$ cat src/rtl/mem_bus_arb_pkg.sv
// Shared types and defaults for the fetch/data memory bus arbiter.
package mem_bus_arb_pkg;

    typedef enum logic [1:0] {
        IDLE    = 2'd0,
        GRANT_I = 2'd1,
        GRANT_D = 2'd2,
        DONE    = 2'd3
    } arb_state_t;

    typedef enum logic {
        OWN_I = 1'b0,
        OWN_D = 1'b1
    } arb_owner_t;

    localparam int TIMEOUT_CYC_DEF = 255;

endpackage

$ cat src/rtl/mem_bus_arb_timer.sv
// Grant watchdog: counts grant cycles without a slave ack.
module mem_bus_arb_timer
    import mem_bus_arb_pkg::*;
#(
    parameter int TIMEOUT_CYC = TIMEOUT_CYC_DEF
) (
    input  logic CLK,
    input  logic RESET,
    input  logic clr,
    input  logic en,
    output logic expire
);

    localparam int CW = $clog2(TIMEOUT_CYC + 1);

    logic [CW-1:0] cnt;

    always_ff @(posedge CLK or posedge RESET) begin
        if (RESET) begin
            cnt <= '0;
        end else if (clr) begin
            cnt <= '0;
        end else if (en) begin
            cnt <= cnt + CW'(1);
        end
    end

    // Fires on the last permitted grant cycle so M_REQ is held TIMEOUT_CYC cycles.
    assign expire = en && (cnt == CW'(TIMEOUT_CYC - 1));

endmodule

$ cat src/rtl/mem_bus_arbiter.sv
// Round-robin arbiter sharing one memory bus between fetch and data ports.
// Optional grant watchdog enabled by defining BUS_TIMEOUT_EN.
module mem_bus_arbiter
    import mem_bus_arb_pkg::*;
#(
    parameter int AW          = 30,
    parameter int DW          = 32,
    parameter int TIMEOUT_CYC = TIMEOUT_CYC_DEF
) (
    input  logic          CLK,
    input  logic          RESET,
    input  logic          I_REQ,
    input  logic [AW-1:0] I_ADDR,
    output logic [DW-1:0] I_RDATA,
    output logic          I_ACK,
    output logic          I_ERR,
    input  logic          D_REQ,
    input  logic          D_WE,
    input  logic [3:0]    D_BE,
    input  logic [AW-1:0] D_ADDR,
    input  logic [DW-1:0] D_WD,
    input  logic          D_INHIBIT,
    output logic [DW-1:0] D_RDATA,
    output logic          D_ACK,
    output logic          D_ERR,
    output logic          M_REQ,
    output logic          M_WE,
    output logic [3:0]    M_BE,
    output logic [AW-1:0] M_ADDR,
    output logic [DW-1:0] M_WD,
    input  logic [DW-1:0] M_RDATA,
    input  logic          M_ACK,
    input  logic          M_ERR,
    output logic          BUSY
);

    arb_state_t state, state_n;
    arb_owner_t owner, last;
    logic       err_q;
    logic       d_valid;
    logic       in_grant;
    logic       expire;

    assign d_valid  = D_REQ && !D_INHIBIT;
    assign in_grant = (state == GRANT_I) || (state == GRANT_D);

`ifdef BUS_TIMEOUT_EN
    mem_bus_arb_timer #(
        .TIMEOUT_CYC(TIMEOUT_CYC)
    ) u_timer (
        .CLK    (CLK),
        .RESET  (RESET),
        .clr    (state == IDLE),
        .en     (in_grant && !M_ACK),
        .expire (expire)
    );
`else
    assign expire = (TIMEOUT_CYC < 0);
`endif

    always_ff @(posedge CLK or posedge RESET) begin
        if (RESET) begin
            state <= IDLE;
        end else begin
            state <= state_n;
        end
    end

    always_comb begin
        state_n = state;
        unique case (state)
            IDLE: begin
                // Data wins a tie unless it owned the bus last time.
                if (d_valid && (!I_REQ || last == OWN_I)) begin
                    state_n = GRANT_D;
                end else if (I_REQ) begin
                    state_n = GRANT_I;
                end
            end
            GRANT_I, GRANT_D: begin
                if (M_ACK || expire) begin
                    state_n = DONE;
                end
            end
            DONE: state_n = IDLE;
            default: state_n = IDLE;
        endcase
    end

    always_ff @(posedge CLK or posedge RESET) begin
        if (RESET) begin
            owner   <= OWN_I;
            last    <= OWN_I;
            err_q   <= 1'b0;
            M_WE    <= 1'b0;
            M_BE    <= 4'h0;
            M_ADDR  <= '0;
            M_WD    <= '0;
            I_RDATA <= '0;
            D_RDATA <= '0;
        end else begin
            if (state == IDLE && state_n == GRANT_D) begin
                owner  <= OWN_D;
                M_WE   <= D_WE;
                M_BE   <= D_BE;
                M_ADDR <= D_ADDR;
                M_WD   <= D_WD;
            end else if (state == IDLE && state_n == GRANT_I) begin
                owner  <= OWN_I;
                M_WE   <= 1'b0;
                M_BE   <= 4'hF;
                M_ADDR <= I_ADDR;
            end
            if (in_grant && M_ACK) begin
                err_q <= M_ERR;
                if (owner == OWN_I) begin
                    I_RDATA <= M_RDATA;
                end else begin
                    D_RDATA <= M_RDATA;
                end
            end else if (in_grant && expire) begin
                err_q <= 1'b1;
                if (owner == OWN_I) begin
                    I_RDATA <= '0;
                end else begin
                    D_RDATA <= '0;
                end
            end
            if (state == DONE) begin
                last <= owner;
            end
        end
    end

    assign M_REQ = in_grant;
    assign BUSY  = (state != IDLE);
    assign I_ACK = (state == DONE) && (owner == OWN_I);
    assign D_ACK = (state == DONE) && (owner == OWN_D);
    assign I_ERR = I_ACK && err_q;
    assign D_ERR = D_ACK && err_q;

endmodule

$ cat config.mk
export PLATFORM = sky130hd
export DESIGN_NAME = mem_bus_arbiter
export DESIGN_NICKNAME = d
export VERILOG_FILES = /design/src/rtl/mem_bus_arb_pkg.sv /design/src/rtl/mem_bus_arb_timer.sv /design/src/rtl/mem_bus_arbiter.sv
export SDC_FILE = /design/constraint.sdc
export NUM_CORES = 1
export LEC_CHECK = 0
export BUFFER_PORTS_ARGS = -buffer_cell sky130_fd_sc_hd__buf_2
export CORE_MARGIN = 3
export CORE_UTILIZATION = 40
export DETAILED_ROUTE_END_ITERATION = 8
export PLACE_DENSITY_LB_ADDON = 0.05
export SYNTH_ARGS = -nofsm -noshare
export SYNTH_HDL_FRONTEND = slang
export SYNTH_SLANG_ARGS = --single-unit
export TNS_END_PERCENT = 100
$ cat constraint.sdc
create_clock -name CLK -period 9.5 [get_ports CLK]
set_clock_uncertainty 0.15 [all_clocks]
set_input_delay 1.9 -clock CLK [delete_from_list [all_inputs] [get_ports CLK]]
set_output_delay 1.9 -clock CLK [all_outputs]
set_load 0.05 [all_outputs]
## After elaboration in Yosys (flattened, before gate mapping)

Cells that the tools add are included.

| storage, ports and cells | value |
|---|---|
| register bits | 136 |
| bits in latches | 0 |
| memory bits (writable) | 0 |
| memory bits (read-only) | 0 |
| word-level logic and storage cells | 47 |
| memories | 0 |

| cells by class | value |
|---|---|
| $add $sub $neg | 0 |
| $mul | 0 |
| divide/modulo/power cells | 0 |
| magnitude comparators | 0 |
| equality and inequality tests | 5 |
| shift operators | 0 |
| mux-type cells | 11 |
| bitwise gates (word level) | 2 |
| reductions and logical operators | 19 |

Operators with widths:

| operator | number |
|---|---|
| $mux 30 | 2 |
| $logic_and 1x1->1 | 9 |
| $mux 4 | 2 |
| $eq 2x2->1 const B | 3 |
| $mux 2 | 3 |
| $pmux 2 s3 | 1 |
| $eq 2x1->1 const B | 2 |
| $reduce_and 2->1 | 2 |
| $reduce_bool 2->1 | 2 |
| $mux 1 | 3 |
| $logic_not 1->1 | 2 |
| $logic_not 2->1 | 1 |
| $logic_or 1x1->1 | 2 |
| $not 1->1 | 2 |
| $reduce_or 2->1 | 1 |

## Logic depth before layout (Yosys ltp)

Gate-level depths: netlist of the first run.

| depth | value |
|---|---|
| depth in word-level cells | 9 |
| gate-level depth with buffers | 7 |

## Least setup slack after synthesis of the first run

OpenSTA, ideal clock, no wires.

| timing path | value |
|---|---|
| path kind | register to output |
| start | register state[0] |
| end | output port I_ERR |
| data arrival time | 1.918 ns |
| data required time | 7.450 ns |
| slack | 5.532 ns |
| cell stages (with the launch flop) | 4 |
| path buffers | 0 |
| cell sequence | dfrtp_1 -> ha_1 -> nor2b_1 -> and2_1 |

| on the way | value |
|---|---|
| longest elaborated chain between the ends | 3 |

RTL lines:

| item | RTL line | RTL |
|---|---|---|
| from (decl) | mem_bus_arbiter.sv:37 | `arb_state_t state, state_n;` |
| from (signal assigned) | mem_bus_arbiter.sv:65 | `state <= state_n;` |
| $eq 2x2->1 | mem_bus_arbiter.sv:137 | `assign I_ACK = (state == DONE) && (owner == OWN_I);` |
| $logic_and 1x1->1 | mem_bus_arbiter.sv:137 |  |
| net I_ACK | mem_bus_arbiter.sv:15 | `output logic I_ACK,` |
| $logic_and 1x1->1 | mem_bus_arbiter.sv:139 | `assign I_ERR = I_ACK && err_q;` |
| to (decl) | mem_bus_arbiter.sv:16 | `output logic I_ERR,` |

The timed path passes the listed nets, and every way through them passes these cells.

## Worst setup path in the final report of the first run

| timing path | value |
|---|---|
| start | register state[0] |
| end | output port I_ERR |

| on the way | value |
|---|---|
| longest elaborated chain between the ends | 3 |

RTL lines:

| item | RTL line |
|---|---|
| $eq 2x2->1 | mem_bus_arbiter.sv:137 |
| $logic_and 1x1->1 | mem_bus_arbiter.sv:137 |
| $logic_and 1x1->1 | mem_bus_arbiter.sv:139 |

No other way between the ends.

==> results.txt, run 1 <==
largest net degree at the start of global routing - 78
commonest non-fill, non-tap cell in the layout - buf_2
Reg area - 0.00340 mm^2
Horiz. Die Dim - 123 um
initial antenna violation count - 1
unrepaired setup endpoints after global routing - false
CP Class - reg2out
post-synth top area share - 62.0%
CP Launch Type - flip-flop
Starting Density - 41.1%
post-CTS sizing - 0
Finish-stage setup viols - 0
status - completed
CTS Root Cell - clkbuf_16
Final Hold Viols - 0
share of post-route cells with drive strength above 1 - 48.0%
number of post-CTS setup repair buffers - 0
xor/xnor cell area share of the yosys netlist - 0.160%
Post-CTS Hold Fix Bufs - 0
Area Growth Syn to Fin - 36.5%
proportion of synthesized area in mux cells - 13.5%
Die Y - 123 um
main combinational cell family by area after synthesis - simple AND/OR/NAND/NOR gates
Worst Path Required - 7.45 ns
CTS tree - built
core region area - 0.0133 mm^2
post-layout minimum cycle time - 3.76 ns
minimum hold slack - 0.319 ns
worst skew pair latency - 0.40 ns
largest cells by area after synthesis - dfrtp_1 (62%), mux2_2 (12%), nand2_1 (11%), a31oi_1 (3.4%), nor2_1 (2.3%)
Longest Clk Path Bufs - 2
Clock Pin Slew Worst Setup and Hold Paths - 0.05 ns
most frequent cells in the layout - buf_2 (272), nand2_1 (162), dfrtp_1 (136)
Syn Inst Count - 485
Final period util - 39.6%
Post-Route Setup TNS - 0 ns
Hold Crit Class - reg2reg
total wire length - 14,100 um
Critical Path Sink Type - primary output
die area - 0.0152 mm^2
routed length per instance - 15.0 um
Synth Area in Compound Gates - 5.29%
Syn. warnings - 0
Final Max Tran Viols - 0
# IOs - 273
vias in the first global route - 4,385
Worst Tran Pin Value - 1.11 ns
DRT iter0 DRCs - 201
gr usage total - 18.6%
footprint of the multi-input gates - 0.00188 mm^2
worst path arrival time - 1.71 ns
Num CTS Buffers - 17
Mapped Area - 0.00549 mm^2
synth unique cells - 29
antenna-violating nets left - 0
Layout Nets - 891
# Max-Cap Violations - 0
dpl hpwl - 10,200 um
CTS H-Tree Depth - 4
RD Place Congestion - 0.784
simple-gate area share of the yosys netlist - 14.6%
DRC viols - 0
Avg Cell Area, Syn - 11.3 um^2
number of port buffers - 272
Synth Area in Adders - 0.456%
flops & latches, synth - 136
syn_nets - 623
Fmax achieved - 0.266 GHz
area leader, netlist - dfrtp_1
drt pass-1 iters - 6
Worst Path Max Fanout - 6
Via density - 4.73
vias - 4,442
final non-filler cell area - 0.00749 mm^2
row count - 42
Finished Core Util - 56.1%
register area share after synthesis - 62.0%
first-pass GRT wire length - 21,700 um
CTS sink count - 136
GRT overflow - 0
Post-DP Area - 0.00692 mm^2
Worst slew margin - 26.2%
filler cell count - 1,233
-- worst max-delay path, cell delays in order (launching register included) --
cell     delay [ns]
dfrtp_1        0.45
ha_1           0.25
nor2b_1        0.20
and2_1         0.14
buf_2          0.26
-- worst paths after layout --
path | from | endpoint | slack (ns) | depth (start not counted)
setup / recovery | state[0]$_DFF_PP0_ | I_ERR | 5.74 | 4
hold / removal | M_WD[21]$_DFFE_PP0P_ | M_WD[21]$_DFFE_PP0P_ | 0.32 | 2
setup reg to reg | state[0]$_DFF_PP0_ | M_ADDR[5]$_DFFE_PP0P_ | 7.03 | 6
hold reg to reg | M_WD[21]$_DFFE_PP0P_ | M_WD[21]$_DFFE_PP0P_ | 0.32 | 2
max in group asynchronous | RESET | D_RDATA[8]$_DFFE_PP0P_ | 6.49 | 3
min in group asynchronous | RESET | I_RDATA[11]$_DFFE_PP0P_ | 1.44 | 2
-- per-stage QoR --
stage	std cells	worst slack, ns
floorplan	485	3.81
global placement	910	5.59
global route	940	5.62
CTS	939	5.70
finish	940	5.74
detailed placement	910	5.50
-- registers in the layout, indices dropped and copies added, names as in the netlist --
name / cells
err_q: 1
D_RDATA: 32
M_WD: 32
I_RDATA: 32
last: 1
owner: 1
M_WE: 1
state: 2
M_ADDR: 30
M_BE: 4
-- cell usage after synthesis, drive strengths merged --
| cell type | n |
|---|---|
| and2 | 2 |
| and3 | 1 |
| nor3b | 1 |
| o2bb2ai | 1 |
| nor2b | 2 |
| ha | 2 |
| nand2 | 162 |
| o21ai | 4 |
| xor2 | 1 |
| o211ai | 1 |
| inv | 5 |
| o31a | 1 |
| a31oi | 30 |
| o22a | 4 |
| buf | 26 |
| or2 | 1 |
| clkbuf | 2 |
| or3b | 1 |
| mux2 | 66 |
| nand3 | 1 |
| o211a | 1 |
| dfrtp | 136 |
| a21o | 1 |
| nor2 | 33 |
-- cell type report --
cell class	count	share of cell area, %
Timing Repair Buffer	277	18.7
Clock buffer	26	6.67
Clock inverter	3	0.869
Antenna cell	1	0.0334
Inverter	5	0.317
Multi-Input combinational cell	316	25.0
Sequential cell	136	45.4
Tap cell	176	2.94
-- layer usage --
layer | global-route usage (%) | up-vias | part of all wire [%]
met1 | 22.1 | 2094 | 40
met3 | 6.13 | 24 | 9.1
met5 | 0 | - | 0
met2 | 30.4 | 183 | 49
met4 | 8.86 | 0 | 2.2
li1 | - | 2141 | -
-- logic make-up after synthesis --
logic type | count (synthesis)
muxes | 66
adders and majority gates | 2
buffers and inverters | 33
AOI/OAI and AO/OA | 43
and+or+nand+nor | 204
xor gates and xnor gates | 1
DFF | 136
Power of run 1 is not shown: default switching activity piles up to over one toggle a cycle in this logic, so the estimate is an artifact.
==> run 2, diff against run 1 <==
clock period = 3.5 ns   (was 9.5 ns; I/O delays follow)
==> run 2 against run 1 <==
Net effect: non-clock buffer count up 5; register-to-register slack worse by 5.8 ns; sequential share of layout area down 0.67 points; routed wire length up 2.0%; largest cell class unchanged; highest routed layer unchanged.
==> results.txt, run 2 (same netlist as run 1, synthesis figures left out) <==
commonest non-fill, non-tap cell in the layout - buf_2
cell count after placement - 915 (+0.55%)
Hold Crit Class - in2async
routed length per instance - 15.2 um (+1.3%)
initial antenna violation count - 0 (-1)
share of post-route cells with drive strength above 1 - 49.2% (+1.2 points)
Die Y - 123 um (unchanged)
gr usage total - 19.0% (+0.40 points)
vias in the first global route - 4,533 (+3.4%)
# Max-Cap Violations - 0 (unchanged)
DRC viols - 0 (unchanged)
RD Place Congestion - 0.776 (-1.0%)
Clock Pin Slew Worst Setup and Hold Paths - 0.06 ns (about the same)
status - completed
Fmax achieved - 0.382 GHz
Reg area - 0.00340 mm^2 (unchanged)
number of post-CTS setup repair buffers - 0 (unchanged)
Post-Layout Cell Count - 947 (+0.74%)
vias - 4,495 (+1.2%)
Via density - 4.75 (+0.45%)
post-CTS sizing - 0 (unchanged)
Horiz. Die Dim - 123 um (unchanged)
die area - 0.0152 mm^2 (unchanged)
DRT iter0 DRCs - 207 (+3.0%)
row count - 42 (unchanged)
Longest Clk Path Bufs - 2 (unchanged)
biggest regs - D_RDATA (32), I_RDATA (32), M_WD (32)
Worst slew margin - 54.0% (+28 points)
drt pass-1 iters - 4 (-2)
Worst Path Max Fanout - 6 (unchanged)
worst path arrival time - 1.77 ns (+0.06 ns)
Num CTS Buffers - 17 (unchanged)
unrepaired setup endpoints after global routing - false
largest net degree at the start of global routing - 67 (-14%)
Finish-stage setup viols - 0 (unchanged)
worst skew pair latency - 0.41 ns (about the same)
first-pass GRT wire length - 22,200 um (+2.2%)
n_diodes - 0 (-1)
footprint of the multi-input gates - 0.00188 mm^2 (unchanged)
Worst Tran Pin Value - 0.690 ns (-0.418 ns)
Final period util - 74.7%
dpl hpwl - 10,600 um (+4.7%)
CTS Root Cell - clkbuf_16
Final Hold Viols - 0 (unchanged)
CTS H-Tree Depth - 4 (unchanged)
CP Class - reg2out
Worst Path Required - 2.65 ns (-4.80 ns)
GRT overflow - 0 (unchanged)
Critical Path Sink Type - primary output
antenna-violating nets left - 0 (unchanged)
Final Max Tran Viols - 0 (unchanged)
most frequent cells in the layout - buf_2 (272), nand2_1 (162), dfrtp_1 (136)
total wire length - 14,400 um (+2.0%)
CP Launch Type - flip-flop
Area Growth Syn to Fin - 38.5%
Post-CTS Hold Fix Bufs - 0 (unchanged)
CTS sink count - 136 (unchanged)
core region area - 0.0133 mm^2 (unchanged)
number of port buffers - 272 (unchanged)
filler cell count - 1,219 (-1.1%)
Starting Density - 41.1% (unchanged)
Post-Route Setup TNS - 0 ns (unchanged)
post-layout minimum cycle time - 2.62 ns
CTS tree - built
# IOs - 273 (unchanged)
Layout Nets - 896 (+0.56%)
run 2: cell types whose count changed in the layout (fill, tap and decap cells not counted), sizes merged:
cell      delta
clkbuf       -7
buf          +5
clkinv       +5
clkinvlp     +4
bufinv       +1
diode        -1
run 2: critical path, stage by stage (launching register included):
cell and delay, ns:
dfrtp_1 0.49, ha_1 0.26, nor2b_1 0.18, and2_1 0.17
buf_2 0.27
run 2: final timing paths:
check	start	endpoint	slack (ns)	cells past startpoint
worst max-delay path	state[0]$_DFF_PP0_	I_ERR	0.88	4
worst min-delay path	RESET	M_WD[9]$_DFFE_PP0P_	0.17	2
worst min register to register	M_WD[8]$_DFFE_PP0P_	M_WD[8]$_DFFE_PP0P_	0.32	2
max in group asynchronous	RESET	D_RDATA[19]$_DFFE_PP0P_	2.27	3
min in group CLK	M_WD[8]$_DFFE_PP0P_	M_WD[8]$_DFFE_PP0P_	0.32	2
worst max register to register	state[0]$_DFF_PP0_	M_WD[24]$_DFFE_PP0P_	1.23	6
run 2: area by class of cell:
type | instances | area share [%]
inverter | 5 | 0.296
clock inverter | 13 | 1.99
clock buffer | 19 | 5.96
timing repair buffer | 282 | 19.4
tap | 176 | 2.90
sequential | 136 | 44.8
multi-input combinational | 316 | 24.7
run 2: metal layers:
metal	GRT usage, %	part of all wire, %	up-vias
li1	-	-	2151
met1	22.8	41	2144
met2	31.6	49	177
met3	5.63	8.1	23
met4	8.37	2.3	0
met5	0	0	-
run 2: through the flow:
step           util (%)  instance area (um^2)  worst slack, ns  hold slack [ns]
2_1_floorplan         -                  5490            0.732            0.331
3_3_place_gp       52.4                  7000             1.02            0.304
3_5_place_dp       52.4                  7000            0.970            0.312
4_1_cts            56.9                  7600            0.838            0.169
5_1_grt            56.9                  7600            0.733            0.202
6_report           56.9                  7600            0.884            0.171
Power of run 2 is left out for the same reason.
==> run 3, diff against run 2 <==
clock period = 2.15 ns   (was 3.5 ns; I/O delays follow)
==> run 3 against run 2 <==
Net effect: the run now ends with hold timing left; sequential cell count did not move; via count fell by 0.40%; die area did not move; sequential share of layout area fell by 0.74 points; core utilization rose by 0.98 points; worst setup slack got worse by 0.80 ns; largest cell class unchanged; highest routed layer is now met5.
==> results.txt, run 3 (same netlist as run 1, synthesis figures left out) <==
DRT iter0 DRCs - 194 (-6.3%)
failing checks - hold timing
drt pass-1 iters - 4 (unchanged)
unrepaired setup endpoints after global routing - false
Final period util - 96.1%
CP Launch Type - flip-flop
worst path arrival time - 1.49 ns (-0.28 ns)
gr usage total - 18.5% (-0.44 points)
# IOs - 273 (unchanged)
total wire length - 14,200 um (-1.3%)
status - complete, but fails checks
pre-CTS WS - 0.149 ns (-0.821 ns)
# Max-Cap Violations - 0 (unchanged)
worst skew pair latency - 0.40 ns (about the same)
vias in the first global route - 4,402 (-2.9%)
Worst Path Max Fanout - 4 (-2)
CTS tree - built
Horiz. Die Dim - 123 um (unchanged)
CTS H-Tree Depth - 4 (unchanged)
Fmax achieved - 0.484 GHz
Post-CTS Hold Fix Bufs - 0 (unchanged)
Worst Tran Pin Value - 0.567 ns (-0.123 ns)
R2R Path End - M_ADDR[23]$_DFFE_PP0P_
Final Hold Viols - 5 (+5)
vias - 4,477 (-0.40%)
first-pass GRT wire length - 21,600 um (-2.5%)
core region area - 0.0133 mm^2 (unchanged)
number of port buffers - 272 (unchanged)
CP Class - reg2out
most frequent cells in the layout - buf_2 (269), nand2_1 (162), dfrtp_1 (135)
Reg2Reg Launch Point - state[0]$_DFF_PP0_
max layer used - met5
post-layout minimum cycle time - 2.07 ns
Worst Path Required - 1.57 ns (-1.08 ns)
Critical Path Sink Type - primary output
dpl hpwl - 10,400 um (-2.1%)
Die Y - 123 um (unchanged)
Detail Route met2 WL - 6870 um (-2.3%)
Reg2Reg Depth - 6 (unchanged)
M1 WL - 5670 um (-3.6%)
CTS sink count - 136 (unchanged)
Worst Setup EP - D_ACK
routed length per instance - 14.9 um (-2.1%)
filler cell count - 1,221 (+0.16%)
GRT overflow - 0 (unchanged)
row count - 42 (unchanged)
Starting Density - 41.1% (unchanged)
R2R setup slack - 0.17 ns (-1.06 ns)
RD Place Congestion - 0.777 (+0.18%)
largest net degree at the start of global routing - 97 (+45%)
DRC viols - 0 (unchanged)
CTS Root Cell - clkbuf_16
crit path launch - state[1]$_DFF_PP0_
Layout Nets - 903 (+0.78%)
Num CTS Buffers - 17 (unchanged)
Clock Pin Slew Worst Setup and Hold Paths - 0.06 ns (about the same)
Finish-stage setup viols - 0 (unchanged)
initial antenna violation count - 3 (+3)
die area - 0.0152 mm^2 (unchanged)
share of post-route cells with drive strength above 1 - 50.0% (+0.84 points)
Final Max Tran Viols - 0 (unchanged)
commonest non-fill, non-tap cell in the layout - buf_2
minimum hold slack - -0.0170 ns (-0.188 ns)
Via density - 4.69 (-1.2%)
met3 routed wirelength - 1370 um (+18%)
Longest Clk Path Bufs - 2 (unchanged)
antenna-violating nets left - 0 (unchanged)
Worst Setup Slack, final - 0.0830 ns (-0.801 ns)
Hold Crit Class - in2async
Worst slew margin - 62.2% (+8.2 points)
Area Growth Syn to Fin - 40.9%
biggest regs - D_RDATA (32), I_RDATA (32), M_WD (32)
==> run 3: how the worst min path moves through the flow <==
stage,from,to,slack (ns),depth (start not counted)
global placement,M_WD[4]$_DFFE_PP0P_,M_WD[4]$_DFFE_PP0P_,0.30,2
floorplan,last$_DFFE_PP0N_,last$_DFFE_PP0N_,0.33,1
global route,D_WD[12],M_WD[12]$_DFFE_PP0P_,0.04,3
detailed placement,M_WD[25]$_DFFE_PP0P_,M_WD[25]$_DFFE_PP0P_,0.31,2
finish,RESET,M_WE$_DFFE_PP0P_,-0.02,3
CTS,D_WD[6],M_WD[6]$_DFFE_PP0P_,0.04,3
==> run 3: final cells by class <==
type / instances / area, um^2 / area share [%]
sequential: 136 / 3400 / 44.0
multi-input combinational: 316 / 1910 / 24.6
timing repair buffer: 289 / 1550 / 20.1
clock buffer: 20 / 447 / 5.78
tap: 176 / 220 / 2.85
clock inverter: 12 / 175 / 2.27
inverter: 5 / 22.5 / 0.291
antenna: 1 / 2.50 / 0.0324
==> run 3: repair_timing <==
action / CTS / global route
gates cloned: 0 / 0
pin swaps: 0 / 1
resized for setup: 5 / 7
buffers inserted: 3 / 2
endpoints found under the setup margin: 4 / 3
endpoints found under the hold margin: 0 / 0
==> run 3: per-layer routing <==
layer / track usage [%] / vias to the layer above
li1: - / 2169
met4: 7.96 / 4
met5: 0 / -
met2: 29.9 / 183
met1: 22.1 / 2099
met3: 7.18 / 22
==> run 3: critical path: stages, from the launching register on <==
cell and delay (ns):
dfrtp_1 0.43, ha_4 0.18, buf_4 0.13, and2_1 0.13, buf_2 0.21
==> run 3: metrics by stage <==
stage / hold WS (ns) / util, % / instance area, um^2 / TNS, ns / cells
after floorplan: 0.331 / - / 5500 / -16.75 / 485
after global placement: 0.304 / 52.7 / 7030 / 0 / 917
after detailed placement: 0.307 / 52.7 / 7030 / 0 / 917
after CTS: 0.0353 / 57.6 / 7690 / 0 / 952
after global routing: 0.0441 / 57.9 / 7730 / 0 / 955
final: -0.0170 / 57.9 / 7730 / 0 / 955
Power of run 3 is left out for the same reason.
